### config.mk
export PLATFORM = sky130hd
export DESIGN_NAME = vga_frame_crc
export DESIGN_NICKNAME = d
export VERILOG_FILES = /design/src/rtl/vga_frame_crc.sv
export SDC_FILE = /design/constraint.sdc
export NUM_CORES = 1
export LEC_CHECK = 0
export ABC_AREA = 0
export CORE_MARGIN = 10
export CORE_UTILIZATION = 54
export DETAILED_ROUTE_END_ITERATION = 8
export GPL_TIMING_DRIVEN = 1
export PLACE_DENSITY_LB_ADDON = 0.1
export REMOVE_ABC_BUFFERS = 1
export SLEW_MARGIN = 20
export SYNTH_ARGS = -nofsm -noshare
export SYNTH_HDL_FRONTEND = slang
export SYNTH_SLANG_ARGS = --single-unit
### constraint.sdc
create_clock -name i_clk -period 3.1 [get_ports i_clk]
set_clock_uncertainty 0.2 [all_clocks]
set_input_delay 0.62 -clock i_clk [delete_from_list [all_inputs] [get_ports i_clk]]
set_output_delay 0.62 -clock i_clk [all_outputs]
set_load 0.01 [all_outputs]
### src/rtl/vga_frame_crc.sv
// Golden-frame capture: CRC-16/CCITT over one armed frame's active pixels, plus pixel/line counts.
// Optional hsync consistency check enabled by defining VGA_CRC_SYNC_CHECK_EN.
module vga_frame_crc #(
   parameter logic [15:0] CRC_INIT = 16'hFFFF,
   parameter int unsigned PIX_W    = 19,
   parameter int unsigned LINE_W   = 10
) (
   input  logic              i_clk,
   input  logic              i_reset_n,
   input  logic              i_arm,
   input  logic              i_hblank,
   input  logic              i_vblank,
   input  logic              i_hsync_n,
   input  logic [5:0]        i_rgb,
   output logic              o_busy,
   output logic              o_done,
   output logic [15:0]       o_crc,
   output logic [PIX_W-1:0]  o_pix_count,
   output logic [LINE_W-1:0] o_line_count,
   output logic [7:0]        o_frame_count,
   output logic              o_err
);

   typedef enum logic [1:0] {IDLE, WAIT_SOF, CAPTURE, DONE} state_e;

   state_e              state_q, state_d;
   logic                vblank_q, vblank_d;
   logic                hblank_q, hblank_d;
   logic [15:0]         crc_q, crc_d;
   logic [PIX_W-1:0]    pix_q, pix_d;
   logic [LINE_W-1:0]   line_q, line_d;
   logic [7:0]          frame_q, frame_d;
   logic                busy_q, busy_d;
   logic                done_q, done_d;

   logic sof, eof, active, hfall;

   assign sof    = vblank_q & ~i_vblank;
   assign eof    = ~vblank_q & i_vblank;
   assign active = ~i_hblank & ~i_vblank;
   assign hfall  = hblank_q & ~i_hblank & ~i_vblank;

   // Six serial CCITT steps unrolled, rgb[5] shifted in first.
   function automatic logic [15:0] crc16_6(input logic [15:0] c, input logic [5:0] d);
      logic [15:0] r;
      logic        fb;
      r = c;
      for (int unsigned i = 0; i < 6; i++) begin
         fb = r[15] ^ d[3'(5 - i)];
         r  = {r[14:0], 1'b0} ^ (fb ? 16'h1021 : 16'h0000);
      end
      return r;
   endfunction

   always_comb begin
      state_d  = state_q;
      vblank_d = i_vblank;
      hblank_d = i_hblank;
      crc_d    = crc_q;
      pix_d    = pix_q;
      line_d   = line_q;
      frame_d  = frame_q;
      case (state_q)
         IDLE: begin
            if (i_arm) state_d = WAIT_SOF;
         end
         WAIT_SOF: begin
            if (sof) begin
               crc_d   = CRC_INIT;
               pix_d   = '0;
               line_d  = '0;
               state_d = CAPTURE;
            end
         end
         CAPTURE: begin
            if (eof) begin
               state_d = DONE;
               frame_d = frame_q + 8'd1;
            end else begin
               if (active) begin
                  crc_d = crc16_6(crc_q, i_rgb);
                  if (pix_q != '1) pix_d = pix_q + PIX_W'(1);
               end
               if (hfall && line_q != '1) line_d = line_q + LINE_W'(1);
            end
         end
         DONE: begin
            if (i_arm) state_d = WAIT_SOF;
         end
         default: state_d = IDLE;
      endcase
      busy_d = (state_d == WAIT_SOF) || (state_d == CAPTURE);
      done_d = (state_d == DONE);
   end

   always_ff @(posedge i_clk or negedge i_reset_n) begin
      if (!i_reset_n) begin
         state_q  <= IDLE;
         vblank_q <= 1'b0;
         hblank_q <= 1'b0;
         crc_q    <= CRC_INIT;
         pix_q    <= '0;
         line_q   <= '0;
         frame_q  <= '0;
         busy_q   <= 1'b0;
         done_q   <= 1'b0;
      end else begin
         state_q  <= state_d;
         vblank_q <= vblank_d;
         hblank_q <= hblank_d;
         crc_q    <= crc_d;
         pix_q    <= pix_d;
         line_q   <= line_d;
         frame_q  <= frame_d;
         busy_q   <= busy_d;
         done_q   <= done_d;
      end
   end

   assign o_busy        = busy_q;
   assign o_done        = done_q;
   assign o_crc         = crc_q;
   assign o_pix_count   = pix_q;
   assign o_line_count  = line_q;
   assign o_frame_count = frame_q;

`ifdef VGA_CRC_SYNC_CHECK_EN
   logic              hsync_q, hsync_d;
   logic [LINE_W-1:0] hs_cnt_q, hs_cnt_d;
   logic              err_q, err_d;

   always_comb begin
      hsync_d  = i_hsync_n;
      hs_cnt_d = hs_cnt_q;
      err_d    = err_q;
      if (state_q == WAIT_SOF && sof) begin
         hs_cnt_d = '0;
         err_d    = 1'b0;
      end else if (state_q == CAPTURE) begin
         if (hsync_q && !i_hsync_n && hs_cnt_q != '1) hs_cnt_d = hs_cnt_q + LINE_W'(1);
         if (active && !i_hsync_n) err_d = 1'b1;
         if (eof && hs_cnt_q != line_q) err_d = 1'b1;
      end
   end

   always_ff @(posedge i_clk or negedge i_reset_n) begin
      if (!i_reset_n) begin
         hsync_q  <= 1'b1;
         hs_cnt_q <= '0;
         err_q    <= 1'b0;
      end else begin
         hsync_q  <= hsync_d;
         hs_cnt_q <= hs_cnt_d;
         err_q    <= err_d;
      end
   end

   assign o_err = err_q;
`else
   // hsync is only consumed by the sync check; the name keeps the lint unused-signal rule quiet.
   logic unused_hsync;
   assign unused_hsync = i_hsync_n;
   assign o_err        = 1'b0;
`endif

endmodule
==> impl_metrics.yaml, run 1 <==
drt:
  highest_layer: "met4"
  postRouteAntennaNets: 0
  met3RoutedLength_um: 579
  wl_met2_um: 3460
  route.vias.total: 2497
  drc: 0
  drtIter0Drc: 102
  met1_length_um: 3160
  wl_per_cell_um: 16.2
  routed_wl_um: 7330
  vias_per_cell: 5.52
  drt_pre_antenna_iters: 4
grt:
  grtUsageTotal_pct: 17.0
  antenna_found_initial: 0
  grt_start_max_net_pins: 60
  grt_pass1_vias: 2407
  grt_first_pass_wirelength_um: 12100
  grt_overflow: 0
synthesis:
  synth_area_um2: 3050
  yosys.area.top_type: "dfrtp_1"
  synth-async-reset-ratio_pct: 100
  ys_types: 51
  synth-seq-cells: 59
  postSynthAreaPerCell_um2: 10.1
  yosysWarnings: 0
  synth_area_leaders: "dfrtp_1 35%, dfstp_2 14%, xor2_1 4.6%"
  synthCells: 301
  synth_seq_area_share_pct: 49.1
  synth_top_area_share_pct: 35.3
  synth_top_flop_cell: "dfrtp_1"
  synth_edf_count: 0
clock_tree:
  cts-root-buf: "clkbuf_8"
  post_cts_buffers: 0
  cts_buffer_depth: 2
  post_cts_resized: 0
  clk_latency_ns: 0.35
  clock_sinks: 59
  cts_buffers: 9
  clkTransAtPathRegs_ns: 0.07
  hold_buffers: 0
  ctsHtreeMaxLevel: 3
  cts_tree: "done"
worst_setup_path:
  cp_cell_sequence: "inv_1 > ha_1 > inv_1 > o41ai_2 > buf_4 > nand2_1 > o311ai_0"
  cp_max_fo: 12
  worst_r2r_endpoint: "o_line_count[4]"
  crit_start: "state_q[0]"
  crit_slowest_cell: "o41ai_2"
  worstSetupEndpoint: "o_line_count[4]"
  required_ns: 3.13
  max_stage_delay_ns: 0.60
  critPathKind: "flop to flop"
  arrival_ns: 2.60
  setup.worst_path.end_class: "flop"
  cp_common_cell: "inv_1"
  reg2reg_slack_ns: 0.53
  r2r_cells: 7
  cp-start-kind: "flop"
  r2r-start: "state_q[0]"
power:
  p_per_area_nw_per_um2: 853
  leakage_nw: 1.68
  peakVddDrop_v: 0.000593
  finalPower_mw: 3.43
place:
  place_inst: 436
  dp_hpwl_um: 5130
  gp_congestion: 0.821
  post-place-ws_ns: 0.536
  port_buffers: 65
  placed_area_um2: 3790
sta:
  setup_viol: 0
  fmax_mhz: 388
  worstMarginPinSlew_ns: 0.722
  slew_headroom_pct: 51.9
  finalHoldViolations: 0
  drv_slew: 0
  rsz0062_at_grt: "no"
  finalWorstSetupSlack_ns: 0.526
  min_period_over_period_pct: 83.0
  setup_tns_ns: 0
  finalCriticalPeriod_ns: 2.57
  worst_hold_slack_ns: 0.216
final_layout:
  area_growth_pct: 31.8
  utilization_pct: 73.0
  final_cell_area_um2: 4020
  final_common_cell: "clkdlybuf4s50_1"
  fillers: 408
  mostFrequentLayoutCells: "64 x clkdlybuf4s50_1, 43 x dfrtp_1, 37 x nand2_1"
  antenna_cells: 0
  fin_cells: 452
  drive_above_1_share_pct: 13.2
  nets: 394
die:
  dieHeight_um: 95.1
  core_um2: 5510
  fp.dieArea_um2: 9050
  initial_core_util_pct: 55.4
  io_pins: 68
  die_x_um: 95.1
  rows: 27
status:
  status: "finished, final reports clean"
run:
  maxCapViolCount: 0
worst_hold_path:
  min_path_type: "primary input to asynchronous set/reset pin"
==> cell type report <==
class	count	area, um2	area share (%)
well taps	72	90.1	2.24
repair buffers	74	713	17.8
inverters	6	22.5	0.561
flip-flops and latches	59	1500	37.2
multi-input cells	225	1470	36.5
clock inverters	4	72.6	1.81
clock buffers	12	155	3.86
==> cells by family (layout without fill, tap and decap cells) <==
family / Yosys count / after routing / synth area share (%)
flip-flops: 59 / 59 / 49.1
AND/OR/NAND/NOR: 107 / 107 / 17.6
AO/OA/AOI/OAI: 78 / 78 / 18.0
XOR/XNOR: 25 / 25 / 7.18
multiplexers: 7 / 7 / 2.42
adder cells (fa/ha/maj): 7 / 7 / 2.87
buffers and inverters: 17 / 96 / 2.79
other: 1 / 1 / 0.123
==> worst min-delay path by stage <==
stage	start	endpoint	slack, ns
after detailed placement	o_frame_count[7]	o_frame_count[7]	0.27
after global placement	o_frame_count[7]	o_frame_count[7]	0.26
after floorplan	i_reset_n	hblank_q	0.12
final	i_reset_n	o_frame_count[7]	0.22
after global routing	i_reset_n	o_frame_count[7]	0.28
after CTS	i_reset_n	vblank_q	0.25
==> layer usage <==
| metal | GRT usage [%] | up-vias |
|---|---|---|
| met1 | 20.8 | 1186 |
| met2 | 26.9 | 66 |
| met3 | 5.11 | 12 |
| li1 | - | 1233 |
| met4 | 7.86 | 0 |
| met5 | 0 | - |
==> power by group <==
group          switching (mW)  leakage [nW]  internal (mW)
clock                   0.301         0.113          0.495
combinational           0.669         0.829          0.699
sequential              0.230         0.738           1.03
total                    1.20          1.68           2.23
==> critical path, delay by kind of cell (launching register included) <==
family          cells  cell delay (ns)
compound gates      2             0.69
buf+inv             3             0.62
fa+ha+maj           1             0.45
flops               1             0.44
simple gates        1             0.06
==> registers in the layout, summed over array words and instances, names as in the netlist <==
register       cells
o_pix_count       19
o_busy             1
hblank_q           1
state_q            2
o_done             1
o_crc             16
vblank_q           1
o_frame_count      8
o_line_count      10
==> synthesized netlist by cell type, types with 3 or more instances <==
master    number
a31oi_1        3
xnor2_1        9
xor2_1        16
inv_1          6
clkbuf_1       6
a21o_1         5
mux2i_1        4
o21ai_1       17
dfrtp_1       43
o22a_1        11
nand3b_1       3
ha_1           7
or3_1          4
nand3_1       15
dfstp_2       16
and3_1         9
o31ai_1        4
a22o_1         4
nand2_1       37
nand2b_1       4
a21oi_1       14
o21ai_0        5
nor2_1        20
Power figures use the tool's default switching activity.
==> run 2: changes to the inputs <==
--- a/config.mk
+++ b/config.mk
@@ -7,7 +7,7 @@
 export LEC_CHECK = 0
 export ABC_AREA = 0
 export CORE_MARGIN = 10
-export CORE_UTILIZATION = 54
+export CORE_UTILIZATION = 50
 export DETAILED_ROUTE_END_ITERATION = 8
 export GPL_TIMING_DRIVEN = 1
 export PLACE_DENSITY_LB_ADDON = 0.1
==> constraint.sdc (replaced) <==
create_clock -name i_clk -period 2.6 [get_ports i_clk]
set_clock_uncertainty 0.2 [all_clocks]
set_input_delay 0.52 -clock i_clk [delete_from_list [all_inputs] [get_ports i_clk]]
set_output_delay 0.52 -clock i_clk [all_outputs]
set_load 0.01 [all_outputs]
==> run 2 against run 1 <==
First-iteration DRC count increased by 32%. Critical path depth is the same. Count of clock-buffer cells in the layout is 2 higher. Non-clock buffer count up 6. Die area is 6.3% higher. Flip-flop and latch count is the same. Largest cell class unchanged. Routed wire length up 1.3%. Critical path type unchanged.
==> impl_metrics.yaml, run 2 (synthesized netlist as in run 1, its figures left out) <==
sta:
  drv_slew: 0
  min_period_over_period_pct: 89.2
  finalCriticalPeriod_ns: 2.32
  rsz0062_at_grt: "no"
  fmax_mhz: 431
  finalWorstSetupSlack_ns: 0.282
  worstMarginPinSlew_ns: 0.600
  slew_headroom_pct: 59.6
  finalHoldViolations: 0
  setup_viol: 0
final_layout:
  antenna_cells: 0
  mostFrequentLayoutCells: "64 x clkdlybuf4s50_1, 43 x dfrtp_1, 37 x nand2_1"
  largest_reg_flops: 19
  area_growth_pct: 33.2
  drive_above_1_share_pct: 14.0
  fillers: 489
  final_cell_area_um2: 4060
  final_common_cell: "clkdlybuf4s50_1"
  nets: 400
power:
  p_sw_mw: 1.42
  clockPowerShare_pct: 21.7
  leakage_nw: 1.71
  peakVddDrop_v: 0.000565
  combPwrFrac_pct: 41.1
  p_sw_share_pct: 35.2
  seqPwrFrac_pct: 37.2
  p_int_mw: 2.61
  p_per_area_nw_per_um2: 994
place:
  port_buffers: 65
  placed_area_um2: 3840
  gp_congestion: 0.786
  post-place-ws_ns: 0.164
  dp_hpwl_um: 5350
drt:
  vias_per_cell: 5.46
  drc: 0
  drt_pre_antenna_iters: 4
  met3RoutedLength_um: 450
  routed_wl_um: 7420
  met1_length_um: 3300
  wl_met2_um: 3550
  highest_layer: "met4"
  postRouteAntennaNets: 0
  wl_per_cell_um: 16.1
  route.vias.total: 2516
  drtIter0Drc: 135
worst_hold_path:
  min_path_type: "flop to flop"
  min_delay_worst_endpoint: "o_crc[5]"
  hp-start: "o_crc[5]"
  hold_depth: 2
worst_setup_path:
  r2r-start: "o_line_count[0]"
  r2r_cells: 7
  crit_start: "o_line_count[0]"
  setup.worst_path.end_class: "flop"
  arrival_ns: 2.33
  cp_max_fo: 11
  critPathKind: "flop to flop"
  required_ns: 2.61
  worst_r2r_endpoint: "o_line_count[4]"
  reg2reg_slack_ns: 0.28
  cp-start-kind: "flop"
die:
  dieHeight_um: 98.1
  die_x_um: 98.1
  core_um2: 5920
  rows: 28
  initial_core_util_pct: 51.5
  fp.dieArea_um2: 9620
  io_pins: 68
clock_tree:
  post_cts_buffers: 0
  clkTransAtPathRegs_ns: 0.06
  clock_sinks: 59
  post_cts_resized: 0
  cts_buffers: 9
  cts_buffer_depth: 2
  cts-root-buf: "clkbuf_8"
  ctsHtreeMaxLevel: 3
  clk_latency_ns: 0.34
  cts_tree: "done"
run:
  maxCapViolCount: 0
status:
  status: "finished, final reports clean"
grt:
  grt_first_pass_wirelength_um: 12800
  grt_overflow: 0
  grt_pass1_vias: 2552
  grtUsageTotal_pct: 15.9
  antenna_found_initial: 0
  grt_start_max_net_pins: 38
run 2: layout make-up:
type	count	area (um2)	area share (%)
flip-flops and latches	59	1500	36.8
multi-input cells	225	1470	36.1
repair buffers	80	773	19.0
clock buffers	14	173	4.25
well taps	75	93.8	2.31
clock inverters	2	35.0	0.863
inverters	6	22.5	0.555
run 2: per-stage QoR:
stage | util, % | setup TNS, ns | power [mW] | hold WS, ns | cells
3_3_place_gp | 64.9 | 0 | 3.14 | 0.260 | 444
2_1_floorplan | - | -5.47 | 2.38 | 0.0244 | 290
3_5_place_dp | 64.9 | 0 | 3.19 | 0.281 | 444
5_1_grt | 68.6 | 0 | 4.34 | 0.315 | 461
6_report | 68.6 | 0 | 4.04 | 0.283 | 461
4_1_cts | 68.6 | 0 | 4.09 | 0.289 | 461
run 2: power groups by stage:
| stage | Clock (mW) | Combinational, mW | Sequential (mW) |
|---|---|---|---|
| after CTS | 0.895 | 1.69 | 1.50 |
| after detailed placement | 0 | 1.68 | 1.51 |
| after global routing | 0.935 | 1.85 | 1.55 |
| after floorplan | 0 | 0.809 | 1.57 |
| final | 0.876 | 1.66 | 1.50 |
| after global placement | 0 | 1.64 | 1.50 |
run 2: critical path, stage by stage, from the launching register on:
cell	delay, ns
dfrtp_1	0.40
ha_1	0.20
and3_1	0.21
nand3_1	0.19
o41ai_2	0.55
buf_4	0.27
nand2_1	0.06
o311ai_0	0.11
run 2: worst max path at each step:
stage | to | slack (ns) | cells after the start
after detailed placement | o_line_count[6] | 0.16 | 6
final | o_line_count[4] | 0.28 | 7
after global routing | o_line_count[4] | 0.04 | 7
after CTS | o_line_count[4] | 0.27 | 7
after global placement | o_line_count[6] | 0.18 | 6
after floorplan | o_line_count[2] | -0.46 | 6
run 2: repair_timing:
action,in CTS,in global routing
endpoints found under the setup margin,0,0
hold endpoints to repair,14,0
hold buffers,1,0
run 2: per-layer routing:
layer	GRT usage (%)	vias to the layer above
li1	-	1249
met1	19.2	1206
met2	25.1	52
met3	6.20	9
met4	6.04	0
met5	0	-
